### config.mk
export PLATFORM = sky130hd
export DESIGN_NAME = counter_apb_bank
export DESIGN_NICKNAME = d
export VERILOG_FILES = /design/src/rtl/counter_apb_bank.sv
export SDC_FILE = /design/constraint.sdc
export NUM_CORES = 2
export LEC_CHECK = 0
export CAP_MARGIN = 20
export CORE_MARGIN = 3
export CORE_UTILIZATION = 40
export DETAILED_ROUTE_END_ITERATION = 7
export SLEW_MARGIN = 0
export SYNTH_ARGS = -nofsm -noshare
export SYNTH_HDL_FRONTEND = slang
export SYNTH_SLANG_ARGS = --single-unit
### constraint.sdc
create_clock -name pclk -period 4.4 [get_ports pclk]
set_clock_uncertainty 0.05 [all_clocks]
set_input_delay 1.1 -clock pclk [delete_from_list [all_inputs] [get_ports pclk]]
set_output_delay 1.1 -clock pclk [all_outputs]
set_load 0.01 [all_outputs]
### src/rtl/counter_apb_bank.sv
// counter_apb_bank: APB3 slave with NUM_CH up/down counters, sticky terminal-count flags, tc pulses and a maskable irq.
// Define COUNTER_APB_PRESCALER_EN to add the shared PRESC register at 0x104 that paces the counter ticks.
module counter_apb_bank #(
  parameter int          WIDTH      = 32,
  parameter int          NUM_CH     = 4,
  parameter logic [31:0] BASE_ADDR  = 32'h0,
  parameter int          PRESCALE_W = 16
) (
  input  logic              pclk,
  input  logic              preset,
  input  logic [31:0]       paddr,
  input  logic [31:0]       pwdata,
  input  logic              pwrite,
  input  logic              psel,
  input  logic              penable,
  output logic [31:0]       prdata,
  output logic              pready,
  output logic              pslverr,
  output logic [NUM_CH-1:0] tc,
  output logic              irq
);

  logic [31:0] off;
  logic [3:0]  ch_sel;
  logic [1:0]  reg_sel;
  logic        acc, is_ch, is_stat, is_presc, err, wr, rd, tick;
  logic        unused_bits;

  logic [WIDTH-1:0]  cnt_v   [NUM_CH];
  logic [WIDTH-1:0]  load_v  [NUM_CH];
  logic [WIDTH-1:0]  limit_v [NUM_CH];
  logic [NUM_CH-1:0] en_v, dir_v, os_v, ie_v, term_p0;
  logic [NUM_CH-1:0] status_q, tc_p1;

  assign off         = paddr - BASE_ADDR;
  assign ch_sel      = off[7:4];
  assign reg_sel     = off[3:2];
  assign acc         = psel & penable;
  assign is_ch       = (off[31:8] == 24'd0) && ({28'd0, ch_sel} < 32'(NUM_CH));
  assign is_stat     = (off == 32'h100);
  assign err         = (paddr[1:0] != 2'b00) | ~(is_ch | is_stat | is_presc) |
                       (is_ch & pwrite & (reg_sel == 2'd3));
  assign wr          = acc & pwrite & ~err;
  assign rd          = acc & ~pwrite & ~err;
  assign pready      = 1'b1;
  assign pslverr     = acc & err;
  assign tc          = tc_p1;
  assign irq         = |(status_q & ie_v);
  assign unused_bits = ^pwdata;

`ifdef COUNTER_APB_PRESCALER_EN
  logic [PRESCALE_W-1:0] presc_q, pcnt_q;

  assign is_presc = (off == 32'h104);
  assign tick     = (pcnt_q == presc_q);

  // Shared prescaler: one tick every PRESC+1 cycles, restarted by a PRESC write.
  always_ff @(posedge pclk) begin
    if (preset) begin
      presc_q <= '0;
      pcnt_q  <= '0;
    end else if (wr & is_presc) begin
      presc_q <= pwdata[PRESCALE_W-1:0];
      pcnt_q  <= '0;
    end else begin
      pcnt_q  <= tick ? '0 : pcnt_q + PRESCALE_W'(1);
    end
  end
`else
  localparam int unused_presc_w = PRESCALE_W;
  assign is_presc = 1'b0;
  assign tick     = 1'b1;
`endif

  always_comb begin
    prdata = 32'd0;
    if (rd) begin
      if (is_stat) begin
        prdata[NUM_CH-1:0] = status_q;
`ifdef COUNTER_APB_PRESCALER_EN
      end else if (is_presc) begin
        prdata[PRESCALE_W-1:0] = presc_q;
`endif
      end else begin
        for (int i = 0; i < NUM_CH; i++) begin
          if (ch_sel == 4'(i)) begin
            case (reg_sel)
              2'd0:    prdata[3:0]       = {ie_v[i], os_v[i], dir_v[i], en_v[i]};
              2'd1:    prdata[WIDTH-1:0] = load_v[i];
              2'd2:    prdata[WIDTH-1:0] = limit_v[i];
              default: prdata[WIDTH-1:0] = cnt_v[i];
            endcase
          end
        end
      end
    end
  end

  // Stage p0 -> p1: terminal events set sticky flags (set beats W1C) and launch tc.
  always_ff @(posedge pclk) begin
    if (preset) begin
      status_q <= '0;
      tc_p1    <= '0;
    end else begin
      status_q <= ((wr & is_stat) ? (status_q & ~pwdata[NUM_CH-1:0]) : status_q) | term_p0;
      tc_p1    <= term_p0;
    end
  end

  for (genvar g = 0; g < NUM_CH; g++) begin : g_ch
    logic [WIDTH-1:0] cnt_q, load_q, limit_q, cnt_nxt;
    logic             en_q, dir_q, os_q, ie_q, term, wr_sel, wr_ctrl, strobe;

    assign wr_sel  = wr & is_ch & (ch_sel == 4'(g));
    assign wr_ctrl = wr_sel & (reg_sel == 2'd0);
    assign strobe  = wr_ctrl & pwdata[4];

    // A load strobe overrides the tick; a one-shot terminal step holds the terminal value.
    always_comb begin
      term    = 1'b0;
      cnt_nxt = cnt_q;
      if (strobe) begin
        cnt_nxt = load_q;
      end else if (en_q & tick) begin
        if (dir_q) begin
          if (cnt_q == limit_q) begin
            term    = 1'b1;
            cnt_nxt = load_q;
          end else begin
            cnt_nxt = cnt_q + WIDTH'(1);
          end
        end else if (cnt_q == '0) begin
          term    = 1'b1;
          cnt_nxt = (load_q != '0) ? load_q : limit_q;
        end else begin
          cnt_nxt = cnt_q - WIDTH'(1);
        end
        if (term & os_q) cnt_nxt = cnt_q;
      end
    end

    always_ff @(posedge pclk) begin
      if (preset) begin
        cnt_q   <= '0;
        load_q  <= '0;
        limit_q <= '1;
        en_q    <= 1'b0;
        dir_q   <= 1'b0;
        os_q    <= 1'b0;
        ie_q    <= 1'b0;
      end else begin
        cnt_q <= cnt_nxt;
        if (wr_sel && reg_sel == 2'd1) load_q  <= pwdata[WIDTH-1:0];
        if (wr_sel && reg_sel == 2'd2) limit_q <= pwdata[WIDTH-1:0];
        if (wr_ctrl) begin
          en_q  <= pwdata[0];
          dir_q <= pwdata[1];
          os_q  <= pwdata[2];
          ie_q  <= pwdata[3];
        end else if (term & os_q) begin
          en_q  <= 1'b0;
        end
      end
    end

    assign cnt_v[g]   = cnt_q;
    assign load_v[g]  = load_q;
    assign limit_v[g] = limit_q;
    assign en_v[g]    = en_q;
    assign dir_v[g]   = dir_q;
    assign os_v[g]    = os_q;
    assign ie_v[g]    = ie_q;
    assign term_p0[g] = term;
  end

endmodule
# ---- Word level (Yosys, flattened, before mapping)
# Cells that the tools add are included.
dict set report word_totals {
  regBits 408
  input_bits 69
  out_inout_bits 39
}
dict set report op_classes {
  add_sub_neg 8
  n_lt_le_gt_ge 1
  eq_ne 15
  n_mux 82
  bitwise 40
  n_reduce_logical 34
}
# operator n
set ops {}
lappend ops {{2-to-1 mux 32 bit} 35}
lappend ops {{case mux 28 bit (3 select lines)} 4}
lappend ops {{adder 32 x 1 -> 32 bit, second input constant} 4}
lappend ops {{== test 32 bit} 4}
lappend ops {{logical NOT 32 bit} 4}
lappend ops {{nonzero test 32 bit} 4}
lappend ops {{subtractor 32 x 1 -> 32 bit, second input constant} 4}
lappend ops {{case mux 4 bit (3 select lines)} 4}
lappend ops {{2-to-1 mux 1 bit} 36}
lappend ops {{== test 32 x 9 -> 1 bit, second input constant} 1}
lappend ops {{AND 1 bit} 30}
lappend ops {{2-to-1 mux 28 bit} 1}
lappend ops {{logical NOT 24 bit} 1}
lappend ops {{nonzero test 2 bit} 9}
lappend ops {{logical AND 1 bit} 9}
lappend ops {{AND 4 bit} 2}
lappend ops {{== test 4 x 2 -> 1 bit, second input constant} 2}
lappend ops {{2-to-1 mux 4 bit} 2}
lappend ops {{!= test 2 bit, second input constant} 4}
lappend ops {{AND reduction 2 bit} 4}
lappend ops {{== test 2 bit, second input constant} 2}
lappend ops {{== test 4 x 1 -> 1 bit, second input constant} 1}
lappend ops {{logical NOT 4 bit} 1}
lappend ops {{< comparator 4 x 3 -> 1 bit, second input constant} 1}
lappend ops {{other kinds (7)} 11}

# ---- Depth between registers and ports, before layout
dict set report depth {
  word_depth 18
  mapped_depth 13
}

# ---- Worst setup path after synthesis
# OpenSTA, ideal clock, no wires.
dict set report synth_timing {
  kind {in2out}
  startpoint {input port paddr[7]}
  endpoint {output port prdata[28]}
  arrival_ps 3556
  t_required_ps 3250
  path_slack_ps -306
  cell_stages 9
  cell_sequence {or2_2 clkbuf_1 nor3_1 nand4_1 nor3_1 or2_2 clkbuf_1 clkbuf_1 nor2_1}
}
dict set report synth_between {
  elab_chain_len 12
}
# item line_no
set synth_lines {}
lappend synth_lines {{start, declared} 11} ;# input logic [31:0] paddr,
lappend synth_lines {{logical NOT 4 bit} 86} ;# if (ch_sel == 4'(i)) begin
lappend synth_lines {{2-to-1 mux 32 bit} 86}
lappend synth_lines {{2-to-1 mux 32 bit} 78} ;# if (is_stat) begin
lappend synth_lines {{2-to-1 mux 32 bit} 77} ;# if (rd) begin
lappend synth_lines {{case mux 28 bit (3 select lines)} 87} ;# case (reg_sel)
lappend synth_lines {{2-to-1 mux 32 bit} 86}
lappend synth_lines {{case mux 28 bit (3 select lines)} 87}
lappend synth_lines {{2-to-1 mux 32 bit} 86}
lappend synth_lines {{case mux 28 bit (3 select lines)} 87}
lappend synth_lines {{2-to-1 mux 32 bit} 86}
lappend synth_lines {{2-to-1 mux 28 bit} 78}
lappend synth_lines {{2-to-1 mux 32 bit *} 77}
lappend synth_lines {{end, declared} 16} ;# output logic [31:0] prdata,
# Mark *: on every way between the ends. The rest lies on a longest branch, timed or not. The select of a mux whose other input is x is not followed.

# ---- Final worst setup path
dict set report layout_timing {
  startpoint {input port paddr[11]}
  endpoint {output port prdata[17]}
}
dict set report layout_between {
  elab_chain_len 9
}
# item line_no
set layout_lines {}
lappend layout_lines {{logical NOT 24 bit} 39} ;# assign is_ch = (off[31:8] == 24'd0) && ({28'd0, ch_sel} < 32'(NUM_CH));
lappend layout_lines {{logical AND 1 bit} 39}
lappend layout_lines {{bitwise OR 1 bit} 41} ;# assign err = (paddr[1:0] != 2'b00) | ~(is_ch | is_stat | is_presc) |
lappend layout_lines {{NOT 1 bit} 41}
lappend layout_lines {{bitwise OR 1 bit (2 in series)} 41}
lappend layout_lines {{NOT 1 bit} 44} ;# assign rd = acc & ~pwrite & ~err;
lappend layout_lines {{AND 1 bit} 44}
lappend layout_lines {{2-to-1 mux 32 bit *} 77}
# Mark *: on every way between the ends. The rest lies on a longest branch, timed or not.

==> impl_metrics.py <==
metrics = {
    "outcome": {
        "status": "finished, violations left",
        "violations": "setup timing",
    },
    "worst_setup_path": {
        "cp-start-kind": "primary input",
        "r2r_setup_slack_ns": 0.51,
        "cp_data_arrival_time_ns": 3.26,
        "crit_type": "primary input to output pin",
        "crit_fanout": 8,
        "critPathCaptureType": "output pin",
        "reg2reg_to": "status_q[2]$_SDFF_PP0_",
        "critical_path_required_ns": 3.25,
        "rr_startpoint": "g_ch[2].cnt_q[7]$_SDFFE_PP0P_",
        "reg2reg_depth": 7,
    },
    "worst_hold_path": {
        "hp-start": "g_ch[1].load_q[18]$_SDFFE_PP0P_",
        "hp-class": "flip-flop to flip-flop",
        "whs_path_depth": 2,
        "hold_end": "g_ch[1].load_q[18]$_SDFFE_PP0P_",
    },
    "global_routing": {
        "grtUsageTotal": 0.3535,
        "grt_antenna_before_repair": 8,
        "grt_max_degree": 78,
        "grt_pass1_wl_um": 210200,
        "overflow": 0,
        "grt_pass1_vias": 30840,
    },
    "placement": {
        "preCtsSetupSlack_ns": -0.8378,
        "gp_congestion": 1.047,
        "port_buffers": 106,
        "dp_hpwl_um": 103200,
    },
    "sta": {
        "tns_ns": -0.006015,
        "slew_violations": 0,
        "fin_crit_sh": 1.001,
        "setup_viol": 2,
        "final.setup.worst_slack_ns": -0.005713,
        "fmax_mhz": 227.0,
        "rsz0062_at_grt": "yes",
        "slew_headroom": 0.1952,
        "final.min_clock_period_ns": 4.406,
        "worst_slew_pin_slew_ns": 1.203,
        "hold_viol": 0,
        "whs_ns": 0.4359,
    },
    "finish": {
        "fin_nets": 4207,
        "syn_to_final_growth_pct": 17.28,
        "layout_commonest_cell": "nand2_1",
        "final_layout_size_suffix_gt1_frac": 0.1589,
        "layout.cells.most_common_list": "nand2_1 (654), dfxtp_1 (408), a21oi_1 (326)",
    },
    "cts": {
        "cts_max_level": 2,
        "numCtsBuffers": 50,
        "cts_hold_buf": 0,
        "cts_tree": "done",
        "cts_max_path_buffers": 3,
        "clk_pin_slew_ns": 0.06,
        "clock_latency_ns": 0.62,
        "cts_sinks": 408,
        "cts-root-buf": "clkbuf_16",
    },
    "detailed_routing": {
        "wl_met3_um": 17810,
        "final_antenna_net_count": 0,
        "top_layer_used": "met5",
        "dr.pass1.iters": 6,
        "wl_per_cell_um": 28.01,
        "drtIter0Drc": 4792,
        "via_count": 33660,
        "drc_errors": 0,
        "met2_length_um": 59790,
        "viasPerCell": 6.567,
        "routed_wl_um": 143500,
        "drt-met1-wl_um": 58700,
    },
    "yosys": {
        "yosys_warnings": 0,
        "synthTopCellsByArea": "dfxtp_1 (27%), nand2_1 (8.2%), a21oi_1 (5.8%)",
        "ys_async_sr_fraction": 0,
        "ys_seq_area_frac": 0.2734,
        "yosys.area.top_type": "dfxtp_1",
        "synth_cells": 4068,
        "synth_area_sq_um": 29880,
        "ys.flop_type": "dfxtp_1",
        "synth_edf_count": 0,
        "yosys_register_bits": 408,
        "synth.top_cell.area_share": 0.2734,
        "syn-mean-instance-area_sq_um": 7.345,
        "syn-num-nets": 4149,
        "yosysUniqueCellTypes": 93,
    },
    "die": {
        "dieArea_sq_um": 78010,
        "core_sq_um": 73450,
        "rows": 99,
        "initial_utilization": 0.4068,
        "ios": 108,
        "dieHeight_um": 279.3,
        "fp.dieW_um": 279.3,
    },
    "power_and_ir_drop": {
        "p_per_area_nw_per_um2": 246.7,
        "peakVddDrop_uv": 332.1,
        "p_total_mw": 8.647,
        "p_leak_nw": 12.93,
    },
    "job": {
        "drv_cap": 0,
    },
}
-- Yosys cell counts (13+ instances only) --
master / count
xnor2_1: 153
a31oi_1: 39
inv_1: 40
o21bai_1: 21
o21ai_0: 95
nor4_1: 105
and4_1: 22
nor3_1: 113
nand2_1: 656
and3_1: 41
or2_2: 15
or3_1: 39
buf_2: 24
buf_1: 24
o211ai_1: 37
a22oi_1: 100
clkbuf_1: 372
xor2_1: 122
nor2_1: 264
o22ai_1: 97
nand3_1: 111
a211oi_1: 149
a21o_1: 18
o221ai_1: 13
or4_1: 22
a22o_1: 22
dfxtp_1: 408
a221oi_1: 28
a211o_1: 28
a21oi_1: 348
o31ai_1: 20
mux2i_1: 154
mux2_2: 91
nand4_1: 75
-- sequential cells by signal (all words and copies together), names as in the netlist --
register / flops
g_ch.cnt_q: 128
g_ch.limit_q: 128
g_ch.load_q: 128
g_ch.dir_q: 4
g_ch.en_q: 4
g_ch.ie_q: 4
g_ch.os_q: 4
status_q: 4
tc: 4
-- cell families after synthesis --
kind of cell,count (synthesis),synth area share
AO/OA/AOI/OAI,1123,0.2488
XOR/XNOR,275,0.08061
adder cells (fa/ha/maj),12,0.005025
buffers and inverters,471,0.06193
flip-flops,408,0.2734
multiplexers,251,0.09041
other,1,0.0001255
AND/OR/NAND/NOR,1527,0.2397
-- worst max path at each step --
stage | endpoint | cells after the start | startpoint
after floorplan | prdata[28] | 9 | paddr[7]
after global placement | prdata[25] | 10 | paddr[10]
after detailed placement | prdata[17] | 10 | paddr[10]
after CTS | prdata[17] | 11 | paddr[28]
after global routing | prdata[17] | 11 | paddr[21]
final | prdata[17] | 11 | paddr[11]
-- through the flow --
| stage | util | instance area, sq um | cells |
|---|---|---|---|
| final | 0.4771 | 35040 | 5125 |
| after global placement | 0.4512 | 33150 | 5009 |
| after detailed placement | 0.4512 | 33150 | 5009 |
| after floorplan | - | 29890 | 4068 |
| after CTS | 0.4757 | 34940 | 5118 |
| after global routing | 0.4770 | 35040 | 5124 |
-- worst max-delay path, cell delays in order --
cell,delay [ns]
buf_6,0.09
nor4_4,0.25
nand4_1,0.17
nor2_2,0.17
nand4_1,0.18
a211o_1,0.43
or2_4,0.31
buf_6,0.15
buf_8,0.14
a21oi_2,0.11
buf_2,0.14
-- where the power goes --
group	total [mW]	switching, mW	leakage (nW)	internal (mW)
Clock	4.25	1.82	0.810	2.44
Sequential	3.69	0.0000000000903	3.29	3.69
Combinational	0.701	0.466	8.83	0.235
-- layer usage --
layer | vias to the layer above | global-route usage
met2 | 2145 | 0.5244
met5 | - | 0
met1 | 16180 | 0.4871
met3 | 368 | 0.08584
li1 | 14960 | -
met4 | 10 | 0.1533
-- repair_timing --
| action | CTS | global route |
|---|---|---|
| setup buffers | 19 | 4 |
| gates cloned | 1 | 0 |
| endpoints found under the setup margin | 32 | 31 |
| pin swaps | 21 | 14 |
| resized for setup | 197 | 50 |
-- cell type report --
class / instances / area, sq um
multi-input combinational: 3190 / 20180
timing repair buffer: 434 / 3684
clock buffer: 66 / 1413
sequential: 408 / 8168
antenna: 1 / 2.502
clock inverter: 25 / 232.7
fill: 7326 / 38410
inverter: 42 / 162.7
tap: 959 / 1200
Note: power is estimated with default switching activity, not from simulation.
